`config.mk`:
```
export PLATFORM = sky130hd
export DESIGN_NAME = instr_fetch_unit
export DESIGN_NICKNAME = d
export VERILOG_FILES = /design/src/rtl/instr_fetch_unit.sv
export SDC_FILE = /design/constraint.sdc
export NUM_CORES = 2
export LEC_CHECK = 0
export ABC_AREA = 0
export ABC_CLOCK_PERIOD_IN_PS = 4100
export CORE_MARGIN = 5
export CORE_UTILIZATION = 30
export DETAILED_ROUTE_END_ITERATION = 6
export PLACE_DENSITY = 0.49
export RECOVER_POWER = 25
export SLEW_MARGIN = 30
export SYNTH_ARGS = -nofsm -noshare
export SYNTH_HDL_FRONTEND = slang
export SYNTH_SLANG_ARGS = --single-unit
```
`constraint.sdc`:
```
create_clock -name clk -period 4.1 [get_ports clk]
set_input_delay 0.615 -clock clk [delete_from_list [all_inputs] [get_ports clk]]
set_output_delay 0.615 -clock clk [all_outputs]
set_load 0.01 [all_outputs]
```
`src/rtl/instr_fetch_unit.sv`:
```
`default_nettype none
// ============================================================================
// Module      : instr_fetch_unit
// Description : Single-cycle instruction fetch with loadable local memory,
//               stall/redirect handling, ECALL halt and alignment/range fault.
// Revision    : 1.0 - initial release
// ============================================================================
module instr_fetch_unit #(
    parameter int          IMEM_DEPTH = 64,
    parameter logic [31:0] RESET_PC   = 32'h00000000
) (
    input  logic                          clk,
    input  logic                          rst_n,
    input  logic                          load_en,
    input  logic [$clog2(IMEM_DEPTH)-1:0] load_addr,
    input  logic [31:0]                   load_data,
    input  logic                          start,
    input  logic                          stall,
    input  logic                          redirect,
    input  logic [31:0]                   redirect_pc,
    output logic [31:0]                   instr,
    output logic [31:0]                   pc,
    output logic                          instr_valid,
    output logic                          halted,
    output logic                          fault
);

    localparam int          c_AW        = $clog2(IMEM_DEPTH);
    localparam logic [31:0] c_NOP       = 32'h00000013;
    localparam logic [31:0] c_ECALL     = 32'h00000073;
    localparam logic [31:0] c_MEM_BYTES = 32'(4 * IMEM_DEPTH);

    typedef enum logic [1:0] {
        IDLE  = 2'd0,
        RUN   = 2'd1,
        HALT  = 2'd2,
        FAULT = 2'd3
    } state_t;

    state_t      r_state;
    logic [31:0] r_imem [IMEM_DEPTH];

    logic [31:0] w_fa;
    logic        w_fa_bad;
    logic [31:0] w_fetch_word;
    logic        w_ecall_out;
    logic        w_launch;
    logic        w_mem_we;

    // A launch from IDLE/HALT always targets RESET_PC; in RUN the next address
    // is either the redirect target or the sequential successor.
    always_comb begin
        w_fa = RESET_PC;
        if (r_state == RUN) begin
            w_fa = redirect ? redirect_pc : (pc + 32'd4);
        end
    end

    assign w_fa_bad     = (w_fa[1:0] != 2'b00) || (w_fa >= c_MEM_BYTES);
    assign w_fetch_word = r_imem[w_fa[2 +: c_AW]];
    assign w_ecall_out  = (r_state == RUN) && instr_valid && (instr == c_ECALL);
    assign w_launch     = (((r_state == IDLE) || (r_state == HALT)) && start) ||
                          ((r_state == RUN) && !stall && !w_ecall_out);
    assign w_mem_we     = rst_n && load_en && ((r_state == IDLE) || (r_state == HALT));

    // Memory has no reset so its contents survive rst_n.
    always_ff @(posedge clk) begin
        if (w_mem_we) begin
            r_imem[load_addr] <= load_data;
        end
    end

    always_ff @(posedge clk or negedge rst_n) begin
        if (!rst_n) begin
            r_state     <= IDLE;
            instr       <= c_NOP;
            pc          <= RESET_PC;
            instr_valid <= 1'b0;
            halted      <= 1'b0;
            fault       <= 1'b0;
        end else if (w_ecall_out) begin
            // ECALL was shown for exactly one cycle; stop here, pc keeps its address.
            r_state     <= HALT;
            instr       <= c_NOP;
            instr_valid <= 1'b0;
            halted      <= 1'b1;
        end else if (w_launch) begin
            halted <= 1'b0;
            pc     <= w_fa;
            if (w_fa_bad) begin
                r_state     <= FAULT;
                instr       <= c_NOP;
                instr_valid <= 1'b0;
                fault       <= 1'b1;
            end else begin
                r_state     <= RUN;
                instr       <= w_fetch_word;
                instr_valid <= 1'b1;
            end
        end
    end

endmodule
`default_nettype wire

```
After elaboration in Yosys (flattened, before gate mapping)
Memories as Yosys holds them, arrays and structs flattened.
Cells that the tools add are included.
{"block": "op_classes", "n_bitwise": 1, "n_lt_le_gt_ge": 1, "add_sub_neg": 1, "muxes": 15, "n_reduce_logical": 17, "n_eq_ne": 3}
{"operator": "32-bit two-way mux", "count": 5}
{"operator": "32-bit by 3-bit adder with 32-bit output, second input constant", "count": 1}
{"operator": "32-bit by 7-bit == test with 1-bit output, second input constant", "count": 1}
{"operator": "32-bit by 9-bit greater-or-equal comparator with 1-bit output, second input constant", "count": 1}
{"operator": "1-bit logical AND", "count": 7}
{"operator": "1-bit two-way mux", "count": 7}
{"operator": "2-bit two-way mux", "count": 3}
{"operator": "2-bit nonzero test", "count": 2}
{"operator": "1-bit logical OR", "count": 3}
{"operator": "3-bit AND reduction", "count": 1}
{"operator": "2-bit by 1-bit == test with 1-bit output, second input constant", "count": 1}
{"operator": "2-bit == test, second input constant", "count": 1}
{"operator": "1-bit logical NOT", "count": 2}
{"operator": "2-bit logical NOT", "count": 1}
{"operator": "2-bit AND reduction", "count": 1}
{"operator": "1-bit NOT", "count": 1}
{"block": "word_totals", "memories": 1, "regBits": 69, "out_inout_bits": 67, "mem_bits_rw": 2048, "input_bits": 76}
{"name": "r_imem", "words": 64, "width": 32, "read_ports": 1, "rd_ports_with_merged_regs": 0, "write_ports": 1, "line_no": "41", "text": "logic [31:0] r_imem [IMEM_DEPTH];"}

Depth between registers and ports, before layout
{"block": "depth", "word_depth": 8, "depth_mapped": 14, "depth_no_buf": 9}

Worst setup path before layout
Ideal clock, no wire load.
{"block": "synth_timing", "kind": "input to register", "start": "in load_addr[3]", "end": "mem r_imem[10][0], enable pin", "setup_slack_ps": 875, "path_stages": 4, "arrival_ps": 2804, "setup_time_ps": 421, "path_cell_list": "clkbuf_1 or3b_2 clkbuf_1 nor2_1"}
{"element": "start, declared", "line_no": "15", "text": "input logic [$clog2(IMEM_DEPTH)-1:0] load_addr,"}
{"element": "end, declared", "line_no": "41"}
No word-level cell before the write port.

Final worst setup path
{"block": "layout_timing", "start": "reg r_state[1]", "end": "reg instr[3]"}
{"block": "layout_between", "elab_chain_len": 7, "elab_cells_between_ends": 20}
{"element": "start, declared", "line_no": "40", "text": "state_t r_state;"}
{"element": "start signal, assigned", "line_no": "75", "text": "r_state <= IDLE;"}
{"element": "start signal, assigned", "line_no": "83", "text": "r_state <= HALT;"}
{"element": "start signal, assigned", "line_no": "91", "text": "r_state <= FAULT;"}
{"element": "2-bit by 1-bit == test with 1-bit output", "line_no": "54, 61, 63"}
{"element": "32-bit two-way mux or 1-bit logical AND (tied branches)", "line_no": "54, 61"}
{"element": "32-bit by 9-bit greater-or-equal comparator with 1-bit output, or another cell as far along", "line_no": "59", "text": "assign w_fa_bad = (w_fa[1:0] != 2'b00) || (w_fa >= c_MEM_BYTES);"}
{"element": "1-bit logical OR or 1-bit logical NOT (tied branches)", "line_no": "59, 63"}
{"element": "32-bit two-way mux or 1-bit logical AND (tied branches)", "line_no": "90, 63"}
{"element": "32-bit two-way mux or 1-bit logical OR (tied branches)", "line_no": "87, 62"}
{"element": "32-bit two-way mux or 2-bit nonzero test (tied branches)"}
{"element": "end signal, assigned", "line_no": "84", "text": "instr <= c_NOP;"}
{"element": "end signal, assigned", "line_no": "92", "text": "instr <= c_NOP;"}
{"element": "end signal, assigned", "line_no": "97", "text": "instr <= w_fetch_word;"}
{"element": "end, declared", "line_no": "21", "text": "output logic [31:0] instr,"}
Several ways; a longest one is shown, not always the timed one. The select of a mux whose other input is x is not followed.
A chain may end at the register's enable or synchronous reset.

==> impl_metrics.py <==
metrics = {
    "status": {
        "status": "complete, but fails checks",
        "violations": "capacitance limit, slew limit",
    },
    "setup_path": {
        "crit_path_max_incr_delay_ps": 840,
        "cp_common_cell": "buf_4",
        "critPathLaunchType": "flop",
        "worstSetupPathType": "flop to flop",
        "end_kind": "flop",
        "worst_ep_arrival_time_ps": 4740,
        "path_delay_family": "compound AO/OA/AOI/OAI gates",
        "crit_slowest_cell": "o21ai_0",
        "path_buf_inv": 3,
        "cp_data_required_time_ps": 4840,
        "critPathMaxFanout": 26,
        "crit_path_cell_trace": "nor2b_4 -> and2_4 -> buf_12 -> buf_4 -> buf_4 -> a31oi_1 -> o21ai_0 -> a221oi_1 -> a32o_1",
    },
    "die": {
        "rows": 195,
        "dieArea_mm2": 0.294,
        "core-area_mm2": 0.282,
        "fp.dieW_um": 542,
        "fp.dieH_um": 542,
        "pin_count": 143,
        "start_util": 0.301,
    },
    "layout": {
        "drive_gt1_frac": 0.138,
        "layout_common_cells": "edfxtp_1 (2048), nand2_1 (1405), a21oi_1 (355)",
        "area_delta_synth_final_pct": 19.7,
        "final_nets": 6529,
        "utilization": 0.360,
        "fill_cells": 26900,
        "final_common_cell": "edfxtp_1",
    },
    "detailed_routing": {
        "via_per_inst": 5.40,
        "first_pass_iters": 7,
        "first_iter_violations": 6692,
        "routed-via-count": 56200,
        "wl_per_cell_um": 28.5,
        "drc": 0,
        "ant_nets": 0,
        "wl_um": 297000,
    },
    "power": {
        "total_power_mw": 61.2,
        "vdd_drop_max_mv": 0.378,
        "sw_frac_of_total": 0.328,
        "clkPwrFrac": 0.324,
        "seqPwrFrac": 0.401,
        "p_int_mw": 41.2,
        "power.density_mw_per_mm2": 602,
        "switchingPower_mw": 20.0,
        "power_frac_comb": 0.276,
        "p_leak_nw": 34.0,
    },
    "clock_network": {
        "clk_latency_ps": 870,
        "cts_made_buffers": 223,
        "cts_tree": "built",
        "cts_root_buffer": "clkbuf_16",
        "clock-sinks": 2117,
        "cts_max_path_buffers": 3,
        "h-tree-depth": 4,
        "postCtsSetupBuffers": 0,
        "cts.clk_slew.worst_paths_ps": 60,
    },
    "synthesis": {
        "synthCells": 6090,
        "ys_warn_count": 0,
        "async_flop_share": 0.0326,
        "synthFlopType": "edfxtp_1",
        "synth_area_mm2": 0.0850,
        "ys_ff_latch": 2117,
        "seq_area_frac_synth": 0.744,
        "synth-edff-count": 2048,
        "synth_cell_types": 78,
        "syn-num-nets": 6167,
        "syn_avg_cell_area_um2": 14.0,
    },
    "place": {
        "dpl.hpwl_um": 181000,
        "place_worst_setup_slack_ps": -309,
        "port_buffers": 142,
        "gp_congestion": 0.878,
    },
    "sta": {
        "rsz0062_at_grt": "false",
        "slew_viol_final": 988,
        "worst_slack_ps": 108,
        "max_slew_margin": -1.27,
        "finalCriticalPeriod_ps": 3990,
        "worst_slew_pin_slew_ps": 3400,
        "fin_crit_sh": 0.974,
        "setup_viol": 0,
        "clock.fmax_mhz": 250,
        "finalHoldViolCount": 0,
        "clock_skew_ps": 60.2,
    },
    "global_route": {
        "globalRouteTotalUtil": 0.196,
        "grt_pass1_vias": 53700,
        "antenna_found_initial": 31,
        "grt_pass1_wl_um": 418000,
        "grt_max_degree": 90,
        "grt.overflow.total": 0,
    },
    "flow_run": {
        "drv_cap": 23,
    },
    "hold_path": {
        "worstHoldPathType": "input pin to flop",
    },
}
==> through the flow <==
stage | cell area (um^2) | hold WS (ps) | setup TNS (ps) | instances
after global routing | 102000 | 163 | 0 | 10400
after floorplan | 85000 | 319 | 0 | 6090
after detailed placement | 94600 | 468 | -2930 | 9969
after CTS | 102000 | 24.2 | 0 | 10400
final | 102000 | 211 | 0 | 10400
after global placement | 94600 | 450 | -4980 | 9967
==> path summary, 6_finish.rpt <==
path                            depth (start not counted)             end  slack, ps     startpoint
worst max-delay path                                    9        instr[3]        110     r_state[1]
worst min-delay path                                    1  r_imem[44][15]        210  load_data[15]
worst max register to register                          9        instr[3]        110     r_state[1]
worst min register to register                          1           fault        470          fault
max in group asynchronous                               4       instr[31]       2480          rst_n
min in group asynchronous                               3          pc[28]        470          rst_n
==> cell type report <==
class	instances	area (um^2)	area share
clock inverter	133	1200	0.0118
antenna	15	37.5	0.000369
sequential	2117	63200	0.621
multi-input combinational	3510	20600	0.202
clock buffer	283	5940	0.0584
timing repair buffer	590	6070	0.0596
tap	3743	4680	0.0460
inverter	10	37.5	0.000369
==> layer usage <==
layer  wire length [um]  vias up  global-route usage  share of wire
met1             131000    29100               0.281           0.44
met4               9480       14              0.0612          0.032
li1                   -    24200                   -              -
met5                 95        -                   0        0.00032
met2             131000     2464               0.297           0.44
met3              25300      448              0.0438          0.085
==> power by group through the flow <==
stage	combinational, mW	sequential [mW]	clock, mW
2_1_floorplan	8.32	24.8	0
3_3_place_gp	16.7	24.9	0
3_5_place_dp	16.7	24.9	0
4_1_cts	16.8	24.5	20.2
5_1_grt	17.9	24.5	21.1
6_report	16.9	24.5	19.8
==> cells by family (layout without fill, tap and decap cells) <==
group	after synthesis	in the layout	synth area share
buffers and inverters	463	1016	0.0224
adder cells (fa/ha/maj)	1	1	0.000147
AND/OR/NAND/NOR	2097	2097	0.109
AO/OA/AOI/OAI	1275	1275	0.104
flip-flops	2117	2117	0.744
XOR/XNOR	11	11	0.00113
multiplexers	126	126	0.0201
other	0	15	0
==> flip-flops by register name, indices dropped and copies added, names as in the netlist <==
name,flops
halted,1
instr,32
instr_valid,1
pc,32
fault,1
r_state,2
r_imem,2048
==> synth_stat cells (5+ instances only) <==
cell type,number,area (um^2)
a311oi_1,116,1020
and3_1,272,1700
o41ai_1,26,228
a31oi_1,93,582
mux4_2,35,788
nor2_1,103,387
mux2i_1,85,851
nor3_1,24,120
a32o_1,32,320
o31ai_1,11,82.6
nor2b_1,9,56.3
nor4_1,42,263
nand4_1,11,68.8
a211oi_1,135,1010
a21oi_1,356,1780
edfxtp_1,2048,61500
xnor2_1,9,78.8
a311o_1,57,571
a22o_1,5,43.8
o21ai_0,149,746
inv_1,9,33.8
clkbuf_1,300,1130
nand2_1,1407,5280
dfrtp_1,66,1650
mux2_2,6,67.6
a22oi_1,112,841
nand3_1,175,876
o31a_1,63,552
a221oi_1,58,508
buf_1,53,199
or3_1,5,31.3
o22ai_1,6,37.5
buf_4,6,45.0
buf_2,89,445
nand2b_1,13,81.3
o211a_1,26,260
==> what timing repair did <==
item                                    CTS  global route
endpoints found under the setup margin    0             2
hold buffers                              1             0
endpoints found under the hold margin    36             0
resized for setup                         0             2
Note: power is estimated with default switching activity, not from simulation.
